--- config.mk ---
export PLATFORM = sky130hd
export DESIGN_NAME = fixed_float_pipe
export DESIGN_NICKNAME = d
export VERILOG_FILES = /design/src/rtl/fixed_float_pipe.sv
export SDC_FILE = /design/constraint.sdc
export NUM_CORES = 1
export LEC_CHECK = 0
export BUFFER_PORTS_ARGS = -buffer_cell sky130_fd_sc_hd__buf_2
export CORE_MARGIN = 8
export CORE_UTILIZATION = 30
export DETAILED_ROUTE_END_ITERATION = 8
export SKIP_LAST_GASP = 1
export SLEW_MARGIN = 20
export SYNTH_ARGS = -nofsm -noshare
export SYNTH_HDL_FRONTEND = slang
export SYNTH_SLANG_ARGS = --single-unit
--- constraint.sdc ---
create_clock -name clk -period 11.32 [get_ports clk]
set_input_delay 3.396 -clock clk [delete_from_list [all_inputs] [get_ports clk]]
set_output_delay 3.396 -clock clk [all_outputs]
set_load 0.005 [all_outputs]
--- src/rtl/fixed_float_pipe.sv ---
// fixed_float_pipe: three-stage fixed-point to IEEE-754 single-precision
// converter with signed/unsigned and RNE/truncate selection per transaction.
// The pipeline advances as a whole whenever the output register is empty or
// being drained, so in_ready never depends on in_valid.
module fixed_float_pipe #(
  parameter int W = 32,
  parameter int Q = 16
) (
  input  logic         clk,
  input  logic         rst_n,
  input  logic         in_valid,
  output logic         in_ready,
  input  logic [W-1:0] in_data,
  input  logic         in_signed,
  input  logic         in_rnd,
  output logic         out_valid,
  input  logic         out_ready,
  output logic [31:0]  out_data,
  output logic         out_inexact,
  output logic         out_zero
);

  // Biased exponent when the leading one already sits at bit W-1.
  localparam logic [7:0] EXP_TOP = 8'(W - 1 - Q + 127);

  // Count of zeros above the leading one; W for a zero input.
  function automatic logic [7:0] lead_zeros(input logic [W-1:0] v);
    logic [7:0] n;
    n = 8'(W);
    for (int i = 0; i < W; i++) begin
      if (v[i]) n = 8'(W - 1 - i);
    end
    return n;
  endfunction

  logic adv;

  // Stage 1 registers: sign, magnitude, rounding mode.
  logic         s1_valid;
  logic         s1_sign;
  logic         s1_rnd;
  logic [W-1:0] s1_mag;

  // Stage 2 registers: normalised magnitude and biased exponent.
  logic         s2_valid;
  logic         s2_sign;
  logic         s2_rnd;
  logic [W-1:0] s2_norm;
  logic [7:0]   s2_exp;

  // Combinational next values.
  logic         s1_neg;
  logic [7:0]   s2_lz;
  logic         s2_zero;
  logic [W+22:0] s3_ext;
  logic [22:0]  s3_man;
  logic         s3_guard;
  logic         s3_sticky;
  logic         s3_inc;
  logic [23:0]  s3_sum;
  logic [7:0]   s3_exp;
  logic [31:0]  s3_data;

  assign adv      = !out_valid || out_ready;
  assign in_ready = adv;

  // Stage 1 input decode: two's-complement negation in W bits maps the most
  // negative value to 2^(W-1), which fits the unsigned magnitude exactly.
  assign s1_neg = in_signed && in_data[W-1];

  // Stage 2 normalisation: the leading one of a nonzero magnitude lands on
  // bit W-1, so that bit doubles as the nonzero flag further down.
  assign s2_lz   = lead_zeros(s1_mag);
  assign s2_zero = !s2_norm[W-1];

  // Stage 3 round and pack: the implicit one is dropped and 24 zero bits are
  // appended so narrow inputs pad the mantissa and guard/sticky read as 0.
  always_comb begin
    // NOTE: every always_comb output gets a default first, so no path can
    // leave it unassigned and infer a latch.
    s3_ext    = {s2_norm[W-2:0], 24'b0};
    s3_man    = s3_ext[W+22:W];
    s3_guard  = s3_ext[W-1];
    s3_sticky = |s3_ext[W-2:0];
    s3_inc    = s2_rnd && s3_guard && (s3_sticky || s3_man[0]);
    s3_sum    = {1'b0, s3_man} + {23'b0, s3_inc};
    s3_exp    = s2_exp + {7'b0, s3_sum[23]};
    s3_data   = {s2_sign, s3_exp, s3_sum[22:0]};
    if (s2_zero) s3_data = 32'h0000_0000;
  end

  // Control and output registers: valid bits and everything visible outside.
  always_ff @(posedge clk) begin
    // NOTE: sequential state uses non-blocking assignments so every register
    // samples pre-edge values regardless of statement order.
    if (!rst_n) begin
      s1_valid    <= 1'b0;
      s2_valid    <= 1'b0;
      out_valid   <= 1'b0;
      out_data    <= 32'h0000_0000;
      out_inexact <= 1'b0;
      out_zero    <= 1'b0;
    end else if (adv) begin
      s1_valid    <= in_valid;
      s2_valid    <= s1_valid;
      out_valid   <= s2_valid;
      out_data    <= s3_data;
      out_inexact <= !s2_zero && (s3_guard || s3_sticky);
      out_zero    <= s2_zero;
    end
  end

  // Internal datapath registers: loaded on every advance, bubbles included.
  always_ff @(posedge clk) begin
    // NOTE: these registers carry no reset; their contents only matter when
    // the matching valid bit, which is reset, says so.
    if (adv) begin
      s1_sign <= s1_neg;
      s1_rnd  <= in_rnd;
      s1_mag  <= s1_neg ? -in_data : in_data;
      s2_sign <= s1_sign && (s1_mag != '0);
      s2_rnd  <= s1_rnd;
      s2_norm <= s1_mag << s2_lz;
      s2_exp  <= EXP_TOP - s2_lz;
    end
  end

endmodule

* Word-level counts from Yosys, hierarchy flattened
Cells that the tools add are included.
** Storage, ports and cells
- Register bits :: 113
- Bits of input ports :: 38
- Output and inout bits :: 36
** Operators by class
- Add/sub/neg operators :: 4
- Shift-type cells :: 1
- Muxes and demuxes :: 34
- Reduce and logical (&&, ||, !) cells :: 12
** Operators with widths (count)
- two-way mux 8 bit :: 30
- two-way mux 32 bit :: 2
- negation 32 bit :: 1
- nonzero test 32 bit :: 1
- left shift 32 x 8 -> 32 bit :: 1
- adder 23 x 1 -> 24 bit :: 1
- two-way mux 6 bit :: 2
- adder 8 x 1 -> 8 bit :: 1
- subtractor 8 bit (first input constant) :: 1
- OR reduction 7 bit :: 1
- logical AND 1 bit :: 5
- logical OR 1 bit :: 3
- logical NOT 1 bit :: 2

* Depth between registers and ports, before layout
Gate-level depths: netlist of the first run.
- Word-level depth :: 33
- Gate-level depth with buffers :: 17

* Worst setup path before layout of the first run
Ideal clock, no wire load.
- Kind :: input -> output
- Start :: in out_ready
- End :: out in_ready
- Arrival :: 6009 ps
- Required time :: 7924 ps
- Setup slack :: 1915 ps
- Stages :: 4
- Buffers on the path :: 2
- Cell sequence :: nor2b_1 > clkbuf_1 > inv_1 > clkbuf_1
** Between the ends
- Cells in the longest elaborated chain, start to end :: 1
** Ends and longest elaborated chain
- start: declaration :: line 17 : input logic out_ready,
- logical OR 1 bit :: line 64 : assign adv = !out_valid || out_ready;
- end: declaration :: line 12 : output logic in_ready,
No other way between the ends.

* Worst setup path after layout of the first run
Same ends and word-level chain as after synthesis.

==> flow_summary.yaml, run 1 <==
synthesis:
  yosys_register_bits: 113
  synthArstFlopShare: 0
  synth-edff-count: 76
  synth_top_flop_cell: "sky130_fd_sc_hd__edfxtp_1"
  netlist_area_um2: 7120
  postSynthNetCount: 795
  synth.yosys.seq_area_share: 0.425
  ys_warn_count: 0
  synthDistinctLibCells: 73
  postSynthCellCount: 751
  syn-mean-instance-area_um2: 9.47
pwr:
  p_switching_w: 0.000446
  power.share.switching: 0.314
  sequentialPowerShare: 0.415
  p_per_area_nw_per_um2: 172
  power_report.internal_total_w: 0.000975
  gate_power_share: 0.241
  power.clock.fraction: 0.344
  max-vdd-ir-drop_uv: 92.2
  p_leak_nw: 3.17
sta:
  timing.final.setup_violations: 0
  worst_slew_margin_rel: 0.311
  postLayoutSetupSlackWorst_ns: 3.65
  post-route-min-period_ns: 7.67
  final.period_utilization: 0.677
  final_hold_viol_count: 0
  skew_ns: 0.0146
  maxClockFrequency_mhz: 130
  transition_time_of_the_tightest_slew_check_pin_ns: 1.03
  timing.hold.ws_ns: 0.426
  totalNegativeSetupSlack_ns: 0
  setup_repair_after_global_routing_missed_its_margin: "false"
  max_slew_violations: 0
floorplan:
  num_rows: 56
  die_x_um: 170
  core_region_area_um2: 23400
  die_h_um: 170
  initial_core_util: 0.304
  count_of_boundary_i_o_pins: 74
  floorplan.die_area_um2: 28900
worst_setup_path:
  cp_data_arrival_time_ns: 4.27
  crit_type: "input port to output port"
  timing.critical_path.from_type: "input port"
  worst_setup_path_end_kind: "output port"
  worst_path_required_time_ns: 7.92
  critPathMaxFanout: 37
final_layout:
  final_core_utilization: 0.353
  post_route_cells_drive_above_1_share: 0.168
  synthToLayoutAreaGrowth_pct: 16.1
  antennaDiodeCount: 0
  seq_area_um2: 3020
  multiInputGateArea_um2: 3790
  design.final.nets: 850
  filler_cell_count: 2451
  final-instance-count-excl-fill: 1138
  layout_commonest_cell: "sky130_fd_sc_hd__edfxtp_1"
  top_library_cells_by_usage_in_the_layout_fill_and_taps_aside: "sky130_fd_sc_hd__edfxtp_1 (76), sky130_fd_sc_hd__buf_2 (73), sky130_fd_sc_hd__nor2_1 (60), sky130_fd_sc_hd__nand2_1 (53), sky130_fd_sc_hd__a21oi_1 (45)"
route:
  route.detailed.drc: 0
  drt-vias-per-instance: 5.23
  routed_wire_length_per_instance_um: 16.5
  drt_first_iter_violations: 580
  num_vias: 5948
  detail-route-antenna-nets: 0
  drtPass1Iterations: 5
  finalWirelength_mm: 18.8
global_routing:
  via_count_of_the_first_global_routing_pass: 5565
  grt-ovfl-total: 0
  global_route.usage.total: 0.132
  grt_first_pass_wirelength_mm: 30.5
  antenna_violations_before_repair: 0
  maximum_number_of_pins_on_one_net_before_global_route_repair: 88
place:
  post-place-cells: 1106
  io_buffer_count: 73
  routabilityCongestion: 0.944
  dpl_worst_slack_ns: 3.63
  hpwl_mm: 14.0
worst_hold_path:
  hold_path_class: "flip-flop to flip-flop"
cts:
  cts_post_setup_buffers_inserted: 0
  clk_pin_slew_worst_paths_ns: 0.05
  tritoncts.num_buffers: 17
  clock_insertion_delay_at_the_later_pin_of_the_skew_report_ns: 0.43
  ctsHoldBuffers: 0
  cts_max_level: 4
  cts.root.buffer_cell: "sky130_fd_sc_hd__clkbuf_16"
  post_cts_resize_count: 0
  cts_num_sinks: 113
  cts_buffer_depth: 2
  cts_tree: "done"
outcome:
  outcome: "finished, final reports clean"
run:
  timing.max_cap.violations: 0
## final timing paths
kind | start | endpoint | slack [ns] | depth (start not counted)
setup / recovery | out_ready | in_ready | 3.65 | 5
hold / removal | s1_rnd | s2_rnd | 0.43 | 0
setup reg to reg | s1_mag[7] | s2_norm[23] | 7.51 | 7
hold reg to reg | s1_rnd | s2_rnd | 0.43 | 0
## per-stage QoR
step,total power [W],area (um^2)
finish,0.00142,8260
global route,0.00150,8260
CTS,0.00143,8260
detailed placement,0.000936,7720
global placement,0.000932,7720
floorplan,0.000822,7120
## kinds of logic (layout without fill, tap and decap cells)
logic type / Yosys count / in the layout / share of synthesized area
fa+ha+maj: 6 / 6 / 0.0106
buf+inv: 67 / 135 / 0.0427
mux: 22 / 22 / 0.0359
flops: 113 / 113 / 0.425
compound gates: 227 / 227 / 0.231
simple gates: 257 / 257 / 0.183
xor+xnor: 59 / 59 / 0.0726
## state kept, by name (all words and copies together), names as in the netlist
register,flops
s1_valid,1
out_data,32
s2_exp,8
out_valid,1
s1_mag,32
s2_sign,1
s1_rnd,1
s2_norm,32
out_zero,1
s2_valid,1
s1_sign,1
s2_rnd,1
out_inexact,1
## cells in the mapped netlist, types with 3 or more instances
library cell / n / area share
sky130_fd_sc_hd__buf_1: 3 / 0.0016
sky130_fd_sc_hd__nand3_1: 32 / 0.023
sky130_fd_sc_hd__a221oi_1: 5 / 0.0062
sky130_fd_sc_hd__a21boi_0: 9 / 0.0095
sky130_fd_sc_hd__o221ai_1: 4 / 0.0049
sky130_fd_sc_hd__or4_1: 4 / 0.0042
sky130_fd_sc_hd__o31a_1: 3 / 0.0037
sky130_fd_sc_hd__nand2b_1: 5 / 0.0044
sky130_fd_sc_hd__xnor2_1: 31 / 0.038
sky130_fd_sc_hd__o211a_1: 4 / 0.0056
sky130_fd_sc_hd__and2_1: 9 / 0.0079
sky130_fd_sc_hd__edfxtp_1: 76 / 0.32
sky130_fd_sc_hd__a21oi_1: 45 / 0.032
sky130_fd_sc_hd__nor4_1: 10 / 0.0088
sky130_fd_sc_hd__o21ai_0: 21 / 0.015
sky130_fd_sc_hd__o21ai_1: 6 / 0.0042
sky130_fd_sc_hd__nand2_1: 53 / 0.028
sky130_fd_sc_hd__nor3_1: 24 / 0.017
sky130_fd_sc_hd__ha_1: 6 / 0.011
sky130_fd_sc_hd__inv_1: 22 / 0.012
sky130_fd_sc_hd__buf_6: 3 / 0.0047
sky130_fd_sc_hd__o22ai_1: 11 / 0.0097
sky130_fd_sc_hd__a31oi_1: 3 / 0.0026
sky130_fd_sc_hd__a32oi_1: 3 / 0.0037
sky130_fd_sc_hd__o31ai_1: 6 / 0.0063
sky130_fd_sc_hd__buf_2: 11 / 0.0077
sky130_fd_sc_hd__o21a_1: 4 / 0.0042
sky130_fd_sc_hd__clkbuf_1: 22 / 0.012
sky130_fd_sc_hd__or3_1: 5 / 0.0044
sky130_fd_sc_hd__o211ai_1: 7 / 0.0074
sky130_fd_sc_hd__xor2_1: 28 / 0.034
sky130_fd_sc_hd__dfxtp_1: 37 / 0.10
sky130_fd_sc_hd__a221oi_2: 5 / 0.011
sky130_fd_sc_hd__mux2i_1: 16 / 0.023
sky130_fd_sc_hd__buf_4: 4 / 0.0042
sky130_fd_sc_hd__o32ai_1: 3 / 0.0037
sky130_fd_sc_hd__a211oi_1: 31 / 0.033
sky130_fd_sc_hd__nor2_1: 60 / 0.032
sky130_fd_sc_hd__and3_1: 7 / 0.0062
sky130_fd_sc_hd__nor2b_1: 30 / 0.026
sky130_fd_sc_hd__a22oi_1: 30 / 0.032
sky130_fd_sc_hd__nand4_1: 6 / 0.0053
## layout make-up
type	instances	share of cell area
clock buffers	27	0.0624
flip-flops and latches	113	0.366
multi-input cells	571	0.459
well taps	319	0.0483
clock inverters	5	0.00318
repair buffers	80	0.0506
inverters	23	0.0106
## power groups by stage
stage | logic, W | registers, W | clock network, W
after floorplan | 0.000242 | 0.000580 | 0
after global placement | 0.000337 | 0.000595 | 0
after detailed placement | 0.000338 | 0.000598 | 0
after CTS | 0.000340 | 0.000590 | 0.000501
after global routing | 0.000376 | 0.000602 | 0.000519
final | 0.000342 | 0.000590 | 0.000489
## per-layer routing
layer  global-route usage  part of all wire  vias up
met1                0.182              0.50     2754
met3               0.0389             0.063       31
met5                    0                 0        -
li1                     -                 -     2963
met2                0.194              0.42      200
met4               0.0431             0.021        0
## critical path: stages
cell	delay, ns
sky130_fd_sc_hd__buf_2	0.10
sky130_fd_sc_hd__nor2b_2	0.09
sky130_fd_sc_hd__buf_4	0.37
sky130_fd_sc_hd__clkinv_2	0.12
sky130_fd_sc_hd__buf_2	0.16
Power figures use the tool's default switching activity.
==> run 2, diff against run 1 <==
clock period = 7.6 ns   (was 11.32 ns; I/O delays follow)
==> run 2 against run 1 <==
  * Final area up 0.77%
  * Routed wire length fell by 0.23%
  * Via count fell by 0.61%
  * Clock skew shrank 0.0031 ns
  * Register-to-register slack got worse by 3.9 ns
  * Utilization increased by 0.27 points
  * Largest cell class unchanged
==> flow_summary.yaml, run 2 (synthesis gave the netlist of run 1 again) <==
floorplan:
  initial_core_util: 0.304
  die_x_um: 170
  num_rows: 56
  die_h_um: 170
  core_region_area_um2: 23400
  floorplan.die_area_um2: 28900
  count_of_boundary_i_o_pins: 74
final_layout:
  synthToLayoutAreaGrowth_pct: 17.0
  layout_commonest_cell: "sky130_fd_sc_hd__edfxtp_1"
  post_route_cells_drive_above_1_share: 0.173
  filler_cell_count: 2468
  top_library_cells_by_usage_in_the_layout_fill_and_taps_aside: "sky130_fd_sc_hd__edfxtp_1 (76), sky130_fd_sc_hd__buf_2 (73), sky130_fd_sc_hd__nor2_1 (60), sky130_fd_sc_hd__nand2_1 (53), sky130_fd_sc_hd__a21oi_1 (45)"
  antennaDiodeCount: 0
  design.final.nets: 848
  top_registers: "out_data x32, s1_mag x32, s2_norm x32"
  post-route-cell-area_um2: 8320
route:
  routed_wire_length_per_instance_um: 16.5
  finalWirelength_mm: 18.7
  detail-route-antenna-nets: 0
  num_vias: 5912
  drtPass1Iterations: 5
  drt-vias-per-instance: 5.20
  route.detailed.drc: 0
  drt_first_iter_violations: 516
sta:
  transition_time_of_the_tightest_slew_check_pin_ns: 1.01
  post-route-min-period_ns: 5.49
  skew_ns: 0.0114
  setup_repair_after_global_routing_missed_its_margin: "false"
  totalNegativeSetupSlack_ns: 0
  maxClockFrequency_mhz: 182
  worst_slew_margin_rel: 0.329
  postLayoutSetupSlackWorst_ns: 2.11
  final_hold_viol_count: 0
  timing.final.setup_violations: 0
  final.period_utilization: 0.722
  max_slew_violations: 0
global_routing:
  grt-ovfl-total: 0
  antenna_violations_before_repair: 0
  maximum_number_of_pins_on_one_net_before_global_route_repair: 87
  global_route.usage.total: 0.130
  grt_first_pass_wirelength_mm: 30.0
  via_count_of_the_first_global_routing_pass: 5685
place:
  hpwl_mm: 14.1
  dpl_worst_slack_ns: 2.12
  routabilityCongestion: 0.917
  detailed_place.area_um2: 7700
  io_buffer_count: 73
cts:
  cts.root.buffer_cell: "sky130_fd_sc_hd__clkbuf_16"
  cts_post_setup_buffers_inserted: 0
  cts_tree: "done"
  tritoncts.num_buffers: 17
  cts_buffer_depth: 2
  cts_max_level: 4
  cts_num_sinks: 113
  clock_insertion_delay_at_the_later_pin_of_the_skew_report_ns: 0.42
  ctsHoldBuffers: 0
  clk_pin_slew_worst_paths_ns: 0.06
  post_cts_resize_count: 0
worst_setup_path:
  timing.critical_path.from_type: "input port"
  worst_path_required_time_ns: 5.32
  crit-reg2reg-capture: "s2_norm[28]"
  rrSetupSlack_ns: 3.65
  worst_r2r_startpoint: "s1_mag[13]"
  crit_path_end: "in_ready"
  ff2ff_path_depth: 9
  worst_setup_path_end_kind: "output port"
  cp-startpoint: "out_ready"
  crit_type: "input port to output port"
  critPathMaxFanout: 37
  cp_data_arrival_time_ns: 3.21
pwr:
  sequentialPowerShare: 0.402
  p_leak_nw: 3.20
  p_switching_w: 0.000670
  p_per_area_nw_per_um2: 263
  gate_power_share: 0.231
  max-vdd-ir-drop_uv: 163
  power_report.internal_total_w: 0.00152
  power.share.switching: 0.306
  power.clock.fraction: 0.367
worst_hold_path:
  hold_path_class: "flip-flop to flip-flop"
run:
  timing.max_cap.violations: 0
outcome:
  outcome: "finished, final reports clean"
-- run 2: final cells by class --
class	instances	area [um^2]	area share
inverters	23	87.6	0.0105
repair buffers	78	403	0.0484
well taps	319	399	0.0479
clock inverters	5	32.5	0.00391
multi-input cells	571	3790	0.455
clock buffers	27	588	0.0706
flip-flops and latches	113	3020	0.363
-- run 2: critical path: stages --
cell and delay (ns):
sky130_fd_sc_hd__buf_2 0.10, sky130_fd_sc_hd__nor2b_2 0.09, sky130_fd_sc_hd__buf_4 0.36, sky130_fd_sc_hd__clkinv_2 0.18, sky130_fd_sc_hd__buf_2 0.17
-- run 2: worst min path at each step --
stage | start | end | slack (ns) | depth (start not counted)
finish | s1_rnd | s2_rnd | 0.42 | 0
global route | s1_rnd | s2_rnd | 0.42 | 0
CTS | s1_rnd | s2_rnd | 0.42 | 0
detailed placement | s1_rnd | s2_rnd | 0.41 | 0
global placement | s1_rnd | s2_rnd | 0.40 | 0
floorplan | s1_rnd | s2_rnd | 0.40 | 0
-- run 2: metrics by stage --
step,cells,total power (W),hold WS (ns),utilization
floorplan,751,0.00122,0.400,-
global placement,1104,0.00139,0.404,0.329
detailed placement,1104,0.00140,0.407,0.329
CTS,1136,0.00220,0.421,0.356
global route,1136,0.00230,0.424,0.356
finish,1136,0.00219,0.422,0.356
-- run 2: per-layer routing --
| layer | vias up | share of wire | wire length, um | GRT usage |
|---|---|---|---|---|
| li1 | 2955 | - | - | - |
| met1 | 2740 | 0.49 | 9200 | 0.175 |
| met2 | 185 | 0.43 | 8070 | 0.196 |
| met3 | 32 | 0.059 | 1110 | 0.0329 |
| met4 | 0 | 0.019 | 362 | 0.0526 |
| met5 | - | 0 | 0 | 0 |
-- run 2: power groups by stage --
| stage | Sequential [W] | Clock [W] | Combinational, W |
|---|---|---|---|
| global placement | 0.000888 | 0 | 0.000500 |
| CTS | 0.000880 | 0.000817 | 0.000505 |
| floorplan | 0.000864 | 0 | 0.000360 |
| detailed placement | 0.000892 | 0 | 0.000503 |
| finish | 0.000880 | 0.000804 | 0.000506 |
| global route | 0.000896 | 0.000844 | 0.000558 |
